`config.mk`:
```
export PLATFORM = sky130hd
export DESIGN_NAME = dpram_arbiter
export DESIGN_NICKNAME = d
export VERILOG_FILES = /design/src/rtl/dpram_arbiter.sv
export SDC_FILE = /design/constraint.sdc
export NUM_CORES = 1
export LEC_CHECK = 0
export BUFFER_PORTS_ARGS = -buffer_cell sky130_fd_sc_hd__buf_4
export CAP_MARGIN = 40
export CORE_MARGIN = 1
export CORE_UTILIZATION = 50
export DETAILED_ROUTE_END_ITERATION = 10
export GPL_ROUTABILITY_DRIVEN = 0
export PLACE_DENSITY = 0.74
export REMOVE_ABC_BUFFERS = 1
export SYNTH_ARGS = -nofsm -noshare
export SYNTH_HDL_FRONTEND = slang
export SYNTH_SLANG_ARGS = --single-unit
```
`constraint.sdc`:
```
create_clock -name clk -period 19.55 [get_ports clk]
set_input_delay 3.91 -clock clk [delete_from_list [all_inputs] [get_ports clk]]
set_output_delay 3.91 -clock clk [all_outputs]
set_load 0.05 [all_outputs]
```
`src/rtl/dpram_arbiter.sv`:
```
// dpram_arbiter
//
// Shares the two ports of a 64x8 dual-port RAM among NREQ requesters using a
// rotating-priority scan. Each cycle up to two requests are granted, one per
// RAM port. Address, write strobe and write data toward the RAM are
// registered. Reads return on rdata/rvalid of the originating requester three
// cycles after the grant.
//
// Ports:
//   clk, rst             clock, synchronous active-high reset
//   req                  per-requester request valid (held until granted)
//   req_we               per-requester write flag (1 = write, 0 = read)
//   req_addr             packed request addresses, slice i = [i*AW +: AW]
//   req_wdata            packed write data, slice i = [i*DW +: DW]
//   gnt                  combinational grant; request consumed when req&gnt
//   rvalid               registered one-cycle read-return strobe per requester
//   rdata                registered read data, slice i valid with rvalid[i]
//   mem_en               RAM enable (low during reset)
//   mem_wr0, mem_wr1     RAM write strobes, active low
//   mem_add0, mem_add1   RAM addresses
//   mem_data0_in/1_in    RAM write data
//   mem_data0_out/1_out  RAM read data
module dpram_arbiter #(
  parameter int NREQ = 4,
  parameter int AW   = 6,
  parameter int DW   = 8
) (
  input  logic                 clk,
  input  logic                 rst,
  input  logic [NREQ-1:0]      req,
  input  logic [NREQ-1:0]      req_we,
  input  logic [NREQ*AW-1:0]   req_addr,
  input  logic [NREQ*DW-1:0]   req_wdata,
  output logic [NREQ-1:0]      gnt,
  output logic [NREQ-1:0]      rvalid,
  output logic [NREQ*DW-1:0]   rdata,
  output logic                 mem_en,
  output logic                 mem_wr0,
  output logic                 mem_wr1,
  output logic [AW-1:0]        mem_add0,
  output logic [AW-1:0]        mem_add1,
  output logic [DW-1:0]        mem_data0_in,
  output logic [DW-1:0]        mem_data1_in,
  input  logic [DW-1:0]        mem_data0_out,
  input  logic [DW-1:0]        mem_data1_out
);

  localparam int IW = (NREQ > 1) ? $clog2(NREQ) : 1;

  // Unpacked views of the packed request buses
  logic [NREQ-1:0][AW-1:0] addr_arr;
  logic [NREQ-1:0][DW-1:0] wdata_arr;

  genvar gi;
  generate
    for (gi = 0; gi < NREQ; gi++) begin : g_unpack
      assign addr_arr[gi]  = req_addr[gi*AW +: AW];
      assign wdata_arr[gi] = req_wdata[gi*DW +: DW];
    end
  endgenerate

  // RAM read data, indexed by port
  logic [1:0][DW-1:0] mem_dout;
  assign mem_dout = {mem_data1_out, mem_data0_out};

  // Registered state
  logic [IW-1:0]           ptr_reg;
  logic [IW-1:0]           ptr_next;
  logic                    mem_en_reg;
  logic [1:0]              mem_wr_reg;
  logic [1:0][AW-1:0]      mem_add_reg;
  logic [1:0][DW-1:0]      mem_din_reg;
  // Two-stage return pipe per port: stage 1 tracks the cycle the RAM sees the
  // address, stage 2 the cycle its output is valid.
  logic [1:0]              pv1_reg;
  logic [1:0]              pv2_reg;
  logic [1:0][IW-1:0]      pid1_reg;
  logic [1:0][IW-1:0]      pid2_reg;
  logic [NREQ-1:0]         rvalid_reg;
  logic [NREQ-1:0][DW-1:0] rdata_reg;

  // Grant selection results
  logic [1:0]              port_found;
  logic [1:0][IW-1:0]      port_idx;
  logic [IW-1:0]           scan_idx;
  logic [IW-1:0]           last_idx;

  // Scan from ptr_reg: first requester takes port 0, the next one that does
  // not collide with it takes port 1. A collision is a same-address pair
  // where at least one side writes; two reads of one address are harmless.
  always_comb begin
    port_found = '0;
    port_idx   = '0;
    scan_idx   = '0;
    for (int k = 0; k < NREQ; k++) begin
      scan_idx = IW'((int'(ptr_reg) + k) % NREQ);
      if (req[scan_idx]) begin
        if (!port_found[0]) begin
          port_found[0] = 1'b1;
          port_idx[0]   = scan_idx;
        end else if (!port_found[1] &&
                     !((addr_arr[scan_idx] == addr_arr[port_idx[0]]) &&
                       (req_we[scan_idx] || req_we[port_idx[0]]))) begin
          port_found[1] = 1'b1;
          port_idx[1]   = scan_idx;
        end
      end
    end
    if (rst) begin
      port_found = '0;
    end
  end

  always_comb begin
    gnt = '0;
    for (int p = 0; p < 2; p++) begin
      if (port_found[p]) begin
        gnt[port_idx[p]] = 1'b1;
      end
    end
  end

  // Port 1 is always later in scan order than port 0, so it decides the
  // pointer whenever it is granted.
  always_comb begin
    last_idx = port_found[1] ? port_idx[1] : port_idx[0];
    ptr_next = ptr_reg;
    if (port_found[0]) begin
      ptr_next = (int'(last_idx) == NREQ - 1) ? '0 : last_idx + IW'(1);
    end
  end

  always_ff @(posedge clk) begin
    if (rst) begin
      ptr_reg     <= '0;
      mem_en_reg  <= 1'b0;
      mem_wr_reg  <= 2'b11;
      mem_add_reg <= '0;
      mem_din_reg <= '0;
      pv1_reg     <= '0;
      pv2_reg     <= '0;
      pid1_reg    <= '0;
      pid2_reg    <= '0;
      rvalid_reg  <= '0;
      rdata_reg   <= '0;
    end else begin
      ptr_reg    <= ptr_next;
      mem_en_reg <= 1'b1;
      rvalid_reg <= '0;
      for (int p = 0; p < 2; p++) begin
        if (port_found[p]) begin
          mem_add_reg[p] <= addr_arr[port_idx[p]];
          mem_wr_reg[p]  <= ~req_we[port_idx[p]];
          mem_din_reg[p] <= wdata_arr[port_idx[p]];
        end else begin
          // Idle port reads whatever address it last held; no return is
          // scheduled for it.
          mem_wr_reg[p] <= 1'b1;
        end
        pv1_reg[p]  <= port_found[p] & ~req_we[port_idx[p]];
        pid1_reg[p] <= port_idx[p];
        pv2_reg[p]  <= pv1_reg[p];
        pid2_reg[p] <= pid1_reg[p];
        // Both ports never return to the same requester in one cycle, since
        // they were granted to different requesters in the same cycle.
        if (pv2_reg[p]) begin
          rvalid_reg[pid2_reg[p]] <= 1'b1;
          rdata_reg[pid2_reg[p]]  <= mem_dout[p];
        end
      end
    end
  end

  assign rvalid       = rvalid_reg;
  assign rdata        = rdata_reg;
  assign mem_en       = mem_en_reg;
  assign mem_wr0      = mem_wr_reg[0];
  assign mem_wr1      = mem_wr_reg[1];
  assign mem_add0     = mem_add_reg[0];
  assign mem_add1     = mem_add_reg[1];
  assign mem_data0_in = mem_din_reg[0];
  assign mem_data1_in = mem_din_reg[1];

endmodule

```
==> impl_metrics.csv, run 1 <==
group,metric,value,unit
floorplan,core_region_area,13500,µm²
cts,h-tree-depth,3,
route,wire_per_inst,20.2,µm
global_routing,grt_pass1_vias,6689,
cts,hold_buffers,0,
worst_hold_path,holdPathEnd,"pv2_reg[1]",
setup_path,reg2reg_to,"mem_add1[1]",
cts,path_clk_slew,0.06,ns
timing,fin_ws,6.75,ns
timing,tns,0,ns
cts,cts.repair.resized,0,
timing,setup_viol,0,
setup_path,worstRegToRegCells,15,
synth,ys_seq_area_frac,0.231,
synth,ys_ff_latch,81,
global_routing,overflow,0,
synth,synth_top_cell_by_area,"dfxtp_1",
worst_hold_path,holdCritPathClass,"reg2reg",
cts,cts_setup_buffers,0,
cts,clockBufferDepth,2,
synth,synthDistinctLibCells,65,
run,max_cap_viol_count,0,
route,vias_per_cell,6.67,
synth,yosysMostFrequentCell,"mux2i_1",
route,drc_errors,0,
power_and_ir_drop,irDropWorstVdd,0.101,mV
worst_hold_path,hold_path_depth,1,
setup_path,cp_data_arrival_time,8.89,ns
synth,yosys-top-cells-area,"dfxtp_1 (23%), mux2i_1 (12%), mux4_2 (9.0%)",
synth,synth_top_area_frac,0.231,
timing,clock.fmax,0.0781,GHz
timing,maxSlewHeadroom,0.451,
route,first_iter_violations,742,
synth,syn-cell-area,7020,µm²
floorplan,io_pins,153,
route,firstDrtPassIters,7,
floorplan,rows,42,
synth,synthCells,838,
synth,avgSynthCellArea,8.37,µm²
synth,async_flop_share,0,
finish,antenna_cells,0,
floorplan,die_h,120,µm
worst_hold_path,worstHoldStart,"pv1_reg[1]",
timing,fin_crit,12.80,ns
placement,dp_slack,6.85,ns
timing,clock_skew,0.00868,ns
global_routing,grt_max_degree,79,
synth,synth_top_cells_by_count,"mux2i_1 (83), dfxtp_1 (81), nand2_1 (76)",
finish,fill_cells,1224,
placement,portBuffers,152,
global_routing,grt.total_usage,0.303,
cts,clk_latency,0.35,ns
global_routing,grt_antenna_before_repair,0,
setup_path,worst-r2r-setup-slack,13.78,ns
placement,hpwlAfterDp,14700,µm
route,vias,7297,
finish,largest_register_ff_count,32,
cts,cts_sinks,81,
finish,drive_above_1_share,0.268,
setup_path,r2r_start,"ptr_reg[0]",
route,drtAntennaViolNets,0,
power_and_ir_drop,powerDensity,172,nW/µm²
global_routing,grt_first_pass_wirelength,35300,µm
cts,numCtsBuffers,9,
timing,slew_viol_final,0,
synth,synth_ff_type,"dfxtp_1",
finish,areaGrowthSynthToFinish,19.9,%
timing,period_share,0.655,
cts,cts_tree,"done",
timing,worstMarginPinSlew,0.823,ns
setup_path,crit_type,"in2out",
cts,root_buffer,"clkbuf_16",
synth,synth_warnings,0,
floorplan,die_area,14500,µm²
setup_path,end_kind,"output port",
setup_path,cp_data_required_time,15.64,ns
status,status,"finished, final reports clean",
synth,synth_enable_flop_cells,0,
finish,nNetsFinal,996,
floorplan,fp.dieW,120,µm
power_and_ir_drop,p_leak,3.50,nW
timing,fin_hold_ws,0.436,ns
timing,rsz0062_at_grt,"false",
setup_path,cp_max_fo,34,
timing,finalHoldViolCount,0,
setup_path,critPathLaunchType,"primary input",
route,finalWirelength,22100,µm
floorplan,initial_core_util,0.522,
## cells by family after synthesis
group | count (synthesis) | synth area share
xor+xnor | 8 | 0.00998
buf+inv | 119 | 0.0719
compound gates | 269 | 0.287
mux | 124 | 0.231
fa+ha+maj | 1 | 0.00178
flops | 81 | 0.231
simple gates | 236 | 0.168
## metal layers
layer,vias up,share of wire,GRT usage
li1,3381,-,-
met1,3418,0.43,0.413
met2,449,0.46,0.488
met3,49,0.091,0.0632
met4,0,0.020,0.0764
met5,-,0,0
## final cells by class
cell class,count,area [µm²],share of cell area
Multi-Input combinational cell,638,4910,0.584
Sequential cell,81,1630,0.193
Timing Repair Buffer,167,1280,0.152
Clock buffer,9,225,0.0268
Tap cell,176,220,0.0262
Clock inverter,7,88.8,0.0106
Inverter,16,60.1,0.00714
## critical path, cell delays in order
cell,delay (ns)
buf_4,0.18
mux2_2,0.26
nand2_1,0.12
o21ai_0,0.14
ha_1,0.54
inv_1,0.27
mux2i_4,0.60
mux4_2,0.59
xor2_1,0.20
nor4_4,0.22
a21oi_2,0.09
buf_4,0.26
o31ai_1,0.47
or3_1,0.62
o22ai_1,0.16
buf_4,0.23
## report_power, final
group	total [W]	internal, W	leakage [nW]	switching, W
Combinational	0.00102	0.000404	2.68	0.000621
Sequential	0.000240	0.000206	0.665	0.0000346
Clock	0.000178	0.000101	0.149	0.0000767
Total	0.00144	0.000711	3.50	0.000733
## placed cells by master, fill, tap and decap left out, types with 5 or more instances in the layout
master,Yosys,layout
nor3_1,6,5
mux4_2,28,28
a31oi_1,6,6
o22ai_1,7,7
a22o_1,9,9
inv_1,15,15
a21o_1,6,6
a211oi_1,57,57
and3_1,16,16
nand3_1,26,26
a21oi_1,31,30
nand3b_1,5,5
mux2i_1,83,83
buf_4,3,164
o21ai_0,21,20
nor2b_1,19,19
a211o_1,16,16
nand2_1,76,76
dfxtp_1,81,79
o211ai_1,12,12
a22oi_1,13,13
or2_2,5,5
clkbuf_16,0,9
mux2_2,12,12
nor2_1,48,48
o221ai_1,56,56
nand2b_1,12,12
## metrics by stage
| stage | area (µm²) | instances | total power [W] | utilization |
|---|---|---|---|---|
| finish | 8410 | 1094 | 0.00144 | 0.625 |
| global route | 8410 | 1094 | 0.00153 | 0.625 |
| CTS | 8410 | 1094 | 0.00143 | 0.625 |
| detailed placement | 8100 | 1078 | 0.00125 | 0.602 |
| global placement | 8050 | 1075 | 0.00123 | 0.598 |
| floorplan | 6570 | 735 | 0.000985 | - |
## worst max-delay path by stage
stage	depth (start not counted)	slack [ns]	start	end
after floorplan	13	5.91	req[3]	gnt[2]
after global placement	16	6.99	req[3]	gnt[0]
after detailed placement	16	6.85	req[3]	gnt[0]
after CTS	16	6.84	req[3]	gnt[0]
after global routing	16	6.40	req[3]	gnt[0]
final	16	6.75	req[3]	gnt[0]
Power figures use the tool's default switching activity.
==> inputs of run 2 (changes only) <==
==> constraint.sdc (replaced) <==
create_clock -name clk -period 13.05 [get_ports clk]
set_input_delay 2.61 -clock clk [delete_from_list [all_inputs] [get_ports clk]]
set_output_delay 2.61 -clock clk [all_outputs]
set_load 0.05 [all_outputs]
==> run 2 against run 1 <==
  * Clock power is 47% higher
  * Sequential power is 49% higher
  * Non-clock buffer count stayed put
  * Critical path depth is 1 lower
  * First-iteration DRC count is 0.13% higher
  * Flip-flop and latch count stayed put
  * Total power is 48% higher
  * Routed wire length is 2.4% lower
  * Register-to-register slack worse by 6.6 ns
==> impl_metrics.csv, run 2 (same netlist as run 1, synthesis figures left out) <==
group,metric,value,unit
status,status,"finished, final reports clean",
cts,cts_sinks,81,
setup_path,critPathLaunchType,"primary input",
floorplan,die_area,14500,µm²
timing,slew_viol_final,0,
worst_hold_path,holdPathEnd,"pv2_reg[1]",
global_routing,grt_pass1_vias,6662,
cts,clk_latency,0.33,ns
finish,areaGrowthSynthToFinish,19.7,%
cts,clockBufferDepth,2,
setup_path,reg2reg_to,"mem_add1[5]",
worst_hold_path,holdCritPathClass,"reg2reg",
timing,rsz0062_at_grt,"false",
route,first_iter_violations,743,
global_routing,grt.total_usage,0.297,
floorplan,core_region_area,13500,µm²
cts,cts_tree,"done",
cts,path_clk_slew,0.06,ns
global_routing,grt_max_degree,79,
timing,clock_skew,0.00779,ns
route,finalWirelength,21600,µm
route,firstDrtPassIters,5,
floorplan,die_h,120,µm
power_and_ir_drop,irDropWorstVdd,0.132,mV
global_routing,grt_first_pass_wirelength,34900,µm
timing,maxSlewHeadroom,0.343,
finish,fill_cells,1206,
global_routing,overflow,0,
cts,h-tree-depth,3,
timing,clock.fmax,0.0966,GHz
route,vias_per_cell,6.57,
cts,hold_buffers,0,
finish,final_cell_mix,"buf_4 (164), mux2i_1 (83), dfxtp_1 (79), nand2_1 (76), a211oi_1 (57)",
finish,antenna_cells,0,
power_and_ir_drop,p_leak,3.49,nW
setup_path,worstRegToRegCells,14,
setup_path,cp_data_arrival_time,7.74,ns
placement,dp.cells,1078,
route,vias,7192,
floorplan,rows,42,
finish,seqCellArea,1630,µm²
setup_path,r2r_start,"ptr_reg[0]",
cts,cts_setup_buffers,0,
setup_path,worst-r2r-setup-slack,7.21,ns
timing,setup_viol,0,
finish,largest_register_ff_count,32,
worst_hold_path,worstHoldStart,"pv1_reg[1]",
floorplan,fp.dieW,120,µm
timing,worstMarginPinSlew,0.985,ns
floorplan,io_pins,153,
cts,numCtsBuffers,9,
cts,root_buffer,"clkbuf_16",
worst_hold_path,hold_path_depth,1,
cts,cts.repair.resized,0,
finish,nNetsFinal,996,
setup_path,end_kind,"output port",
run,max_cap_viol_count,0,
timing,tns,0,ns
finish,drive_above_1_share,0.268,
setup_path,cp_max_fo,21,
setup_path,cp_data_required_time,10.44,ns
timing,fin_crit,10.35,ns
timing,finalHoldViolCount,0,
finish,stdcell_count,1094,
finish,multiInputGateArea,4910,µm²
placement,hpwlAfterDp,14500,µm
timing,period_share,0.793,
route,wire_per_inst,19.8,µm
power_and_ir_drop,powerDensity,254,nW/µm²
finish,final_common_cell,"buf_4",
route,drtAntennaViolNets,0,
floorplan,initial_core_util,0.522,
setup_path,crit_type,"in2out",
route,drc_errors,0,
global_routing,grt_antenna_before_repair,0,
placement,portBuffers,152,
-- run 2: per-layer routing --
metal | wire length (µm) | vias up | GRT usage | share of wire
met5 | 0 | - | 0 | 0
met4 | 410 | 0 | 0.0880 | 0.019
met3 | 1760 | 45 | 0.0481 | 0.081
met2 | 9870 | 390 | 0.466 | 0.46
met1 | 9570 | 3376 | 0.418 | 0.44
li1 | - | 3381 | - | -
-- run 2: worst max-delay path: stages --
cell and delay, ns:
buf_4 0.17, mux2_2 0.24, nand2_1 0.11, o21ai_0 0.13, ha_1 0.53, inv_1 0.26, mux2i_4 0.59, mux4_2 0.59
xor2_1 0.27, nor4_4 0.07, a21oi_2 0.76, nor3_1 0.21, or3_1 0.72, o22ai_1 0.22, buf_4 0.23
-- run 2: how the worst max path moves through the flow --
stage	startpoint	to	slack, ns	cells after the start
after floorplan	ptr_reg[0]	gnt[2]	1.71	13
after global placement	req[3]	gnt[0]	2.87	15
after detailed placement	req[3]	gnt[0]	2.78	15
after CTS	req[3]	gnt[0]	2.75	15
after global routing	req[3]	gnt[0]	2.29	15
final	req[3]	gnt[0]	2.70	15
-- run 2: where the power goes --
group	total [W]	leakage [nW]	switching, W	internal (W)
sequential	0.000358	0.665	0.0000498	0.000308
clock	0.000261	0.147	0.000105	0.000156
combinational	0.00152	2.68	0.000916	0.000600
total	0.00213	3.49	0.00107	0.00106
-- run 2: layout make-up --
type | count | area share
Clock buffer | 10 | 0.0284
Clock inverter | 6 | 0.00879
Inverter | 16 | 0.00715
Multi-Input combinational cell | 638 | 0.585
Sequential cell | 81 | 0.194
Tap cell | 176 | 0.0262
Timing Repair Buffer | 167 | 0.151
-- run 2: per-stage QoR --
step / instance area (µm²) / hold WS, ns / worst slack (ns) / power (W) / util
6_report: 8400 / 0.433 / 2.70 / 0.00213 / 0.624
5_1_grt: 8400 / 0.460 / 2.29 / 0.00228 / 0.624
4_1_cts: 8400 / 0.434 / 2.75 / 0.00213 / 0.624
3_5_place_dp: 8090 / 0.420 / 2.78 / 0.00186 / 0.601
3_3_place_gp: 8050 / 0.415 / 2.87 / 0.00184 / 0.598
2_1_floorplan: 6570 / 0.414 / 1.71 / 0.00148 / -
==> inputs of run 3 (changes only) <==
--- a/config.mk
+++ b/config.mk
@@ -11,7 +11,7 @@
 export CORE_UTILIZATION = 50
 export DETAILED_ROUTE_END_ITERATION = 10
 export GPL_ROUTABILITY_DRIVEN = 0
-export PLACE_DENSITY = 0.74
+export PLACE_DENSITY = 0.77
 export REMOVE_ABC_BUFFERS = 1
 export SYNTH_ARGS = -nofsm -noshare
 export SYNTH_HDL_FRONTEND = slang
==> constraint.sdc (replaced) <==
create_clock -name clk -period 8.5 [get_ports clk]
set_input_delay 1.7 -clock clk [delete_from_list [all_inputs] [get_ports clk]]
set_output_delay 1.7 -clock clk [all_outputs]
set_load 0.05 [all_outputs]
==> run 3 against run 2 <==
  * Design area is 0.36% higher
  * Final cell count about the same
  * Non-clock buffer count up 1
  * Register-to-register slack got worse by 4.1 ns
  * Count of clock-buffer cells in the layout rose by 1
  * Routed wire length increased by 1.3%
  * Utilization is 0.22 points higher
  * Total power rose by 56%
  * Clock power rose by 67%
  * Sequential power increased by 60%
  * Critical path type unchanged
  * Largest cell class unchanged
  * Largest power group unchanged
  * Highest routed layer unchanged
==> impl_metrics.csv, run 3 (same netlist as run 1, synthesis figures left out) <==
group,metric,value,unit
timing,finalHoldViolCount,0,
finish,finalInstanceArea,8430,µm²
floorplan,core_region_area,13500,µm²
finish,fill_cells,1167,
setup_path,crit_family,"compound AO/OA/AOI/OAI gates",
cts,numCtsBuffers,9,
timing,clock_skew,0.00714,ns
timing,fin_crit,7.80,ns
setup_path,critPathLaunchType,"primary input",
route,finalWirelength,21900,µm
route,wire_per_inst,20.0,µm
power_and_ir_drop,powerDensity,396,nW/µm²
placement,hpwlAfterDp,14600,µm
timing,clock.fmax,0.128,GHz
worst_hold_path,hold_path_depth,1,
cts,root_buffer,"clkbuf_16",
worst_hold_path,holdCritPathClass,"reg2reg",
timing,maxSlewHeadroom,0.483,
timing,setup_viol,0,
floorplan,fp.dieW,120,µm
global_routing,overflow,0,
cts,clockBufferDepth,2,
placement,post_dp_cell_area,8090,µm²
setup_path,crit_buf_inv,3,
route,drtAntennaViolNets,0,
global_routing,grt_max_degree,75,
setup_path,cpMaxStageDelayCell,"a21oi_1",
floorplan,rows,42,
setup_path,cp_data_required_time,6.80,ns
cts,cts_sinks,81,
timing,period_share,0.917,
status,status,"finished, final reports clean",
timing,tns,0,ns
global_routing,grt_antenna_before_repair,0,
global_routing,grt.total_usage,0.299,
setup_path,cp_cell_sequence,"buf_4 -> mux2_2 -> nand2_1 -> o21ai_0 -> ha_1 -> inv_1 -> mux2i_1 -> a21oi_1 -> a2111oi_0 -> or3_1 -> a221o_1 -> o21ai_1 -> o221ai_2 -> or3_1 -> o22ai_1 -> buf_4",
finish,final_common_cell,"buf_4",
finish,antenna_cells,0,
cts,h-tree-depth,3,
floorplan,die_h,120,µm
finish,utilization,0.627,
cts,cts_tree,"done",
global_routing,grt_first_pass_wirelength,34700,µm
floorplan,io_pins,153,
cts,cts_setup_buffers,0,
placement,portBuffers,152,
floorplan,die_area,14500,µm²
route,vias_per_cell,6.69,
cts,cts.repair.resized,0,
finish,largest_register_ff_count,32,
run,max_cap_viol_count,0,
cts,clk_latency,0.33,ns
setup_path,crit_type,"in2out",
route,firstDrtPassIters,6,
placement,dp.cells,1079,
setup_path,cpPeakStageDelay,0.56,ns
timing,fin_hold_ws,0.436,ns
setup_path,worstRegToRegCells,15,
power_and_ir_drop,p_leak,3.51,nW
route,drc_errors,0,
finish,multiInputGateArea,4910,µm²
finish,drive_above_1_share,0.269,
cts,hold_buffers,0,
cts,path_clk_slew,0.06,ns
finish,areaGrowthSynthToFinish,20.1,%
power_and_ir_drop,irDropWorstVdd,0.201,mV
floorplan,initial_core_util,0.522,
finish,seqCellArea,1630,µm²
finish,nNetsFinal,997,
timing,rsz0062_at_grt,"false",
finish,stdcell_count,1095,
timing,slew_viol_final,0,
setup_path,cp_num_cells,16,
timing,worstMarginPinSlew,0.775,ns
setup_path,cp_max_fo,21,
route,vias,7331,
route,first_iter_violations,872,
global_routing,grt_pass1_vias,6642,
setup_path,cp_data_arrival_time,6.10,ns
finish,final_cell_mix,"buf_4 (166), mux2i_1 (83), dfxtp_1 (79), nand2_1 (76), a211oi_1 (57)",
setup_path,end_kind,"output port",
run 3: path summary, 6_finish.rpt:
check	start	to	slack, ns
worst max-delay path	req[3]	gnt[0]	0.70
worst min-delay path	pid1_reg[2]	pid2_reg[2]	0.44
worst max register to register	ptr_reg[0]	mem_add1[1]	3.12
worst min register to register	pid1_reg[2]	pid2_reg[2]	0.44
run 3: worst reg2reg max path: stages, from the launching register on:
cell and delay, ns:
dfxtp_4 0.71, mux2_2 0.37, nand2_1 0.11, o21ai_0 0.13, ha_1 0.53, inv_1 0.27
mux2i_4 0.59, mux4_2 0.60, xor2_1 0.20, nor4_4 0.21, a21o_1 0.22, nand2_1 0.43
buf_8 0.34, o221ai_1 0.17, a211oi_1 0.10, a311o_1 0.28
run 3: stage by stage:
step                      power, W  setup WS [ns]
after floorplan            0.00227          -1.93
after global placement     0.00282          0.851
after detailed placement   0.00287          0.743
after CTS                  0.00331          0.756
after global routing       0.00353          0.395
final                      0.00334          0.702
run 3: area by class of cell:
| type | instances | area share |
|---|---|---|
| well taps | 176 | 0.0261 |
| inverters | 16 | 0.00712 |
| flip-flops and latches | 81 | 0.193 |
| clock buffers | 11 | 0.0300 |
| repair buffers | 168 | 0.151 |
| multi-input cells | 638 | 0.583 |
| clock inverters | 5 | 0.0102 |
run 3: power by group:
group	leakage [nW]	internal [W]	switching [W]	total, W
Clock	0.166	0.000276	0.000160	0.000436
Combinational	2.68	0.000925	0.00140	0.00233
Sequential	0.665	0.000473	0.0000990	0.000572
run 3: per-layer routing:
metal / part of all wire / global-route usage / wire (µm) / vias up
met1: 0.41 / 0.396 / 9000 / 3452
met2: 0.47 / 0.485 / 10300 / 435
li1: - / - / - / 3382
met5: 0 / 0 / 0 / -
met3: 0.092 / 0.0505 / 2020 / 62
met4: 0.028 / 0.112 / 617 / 0
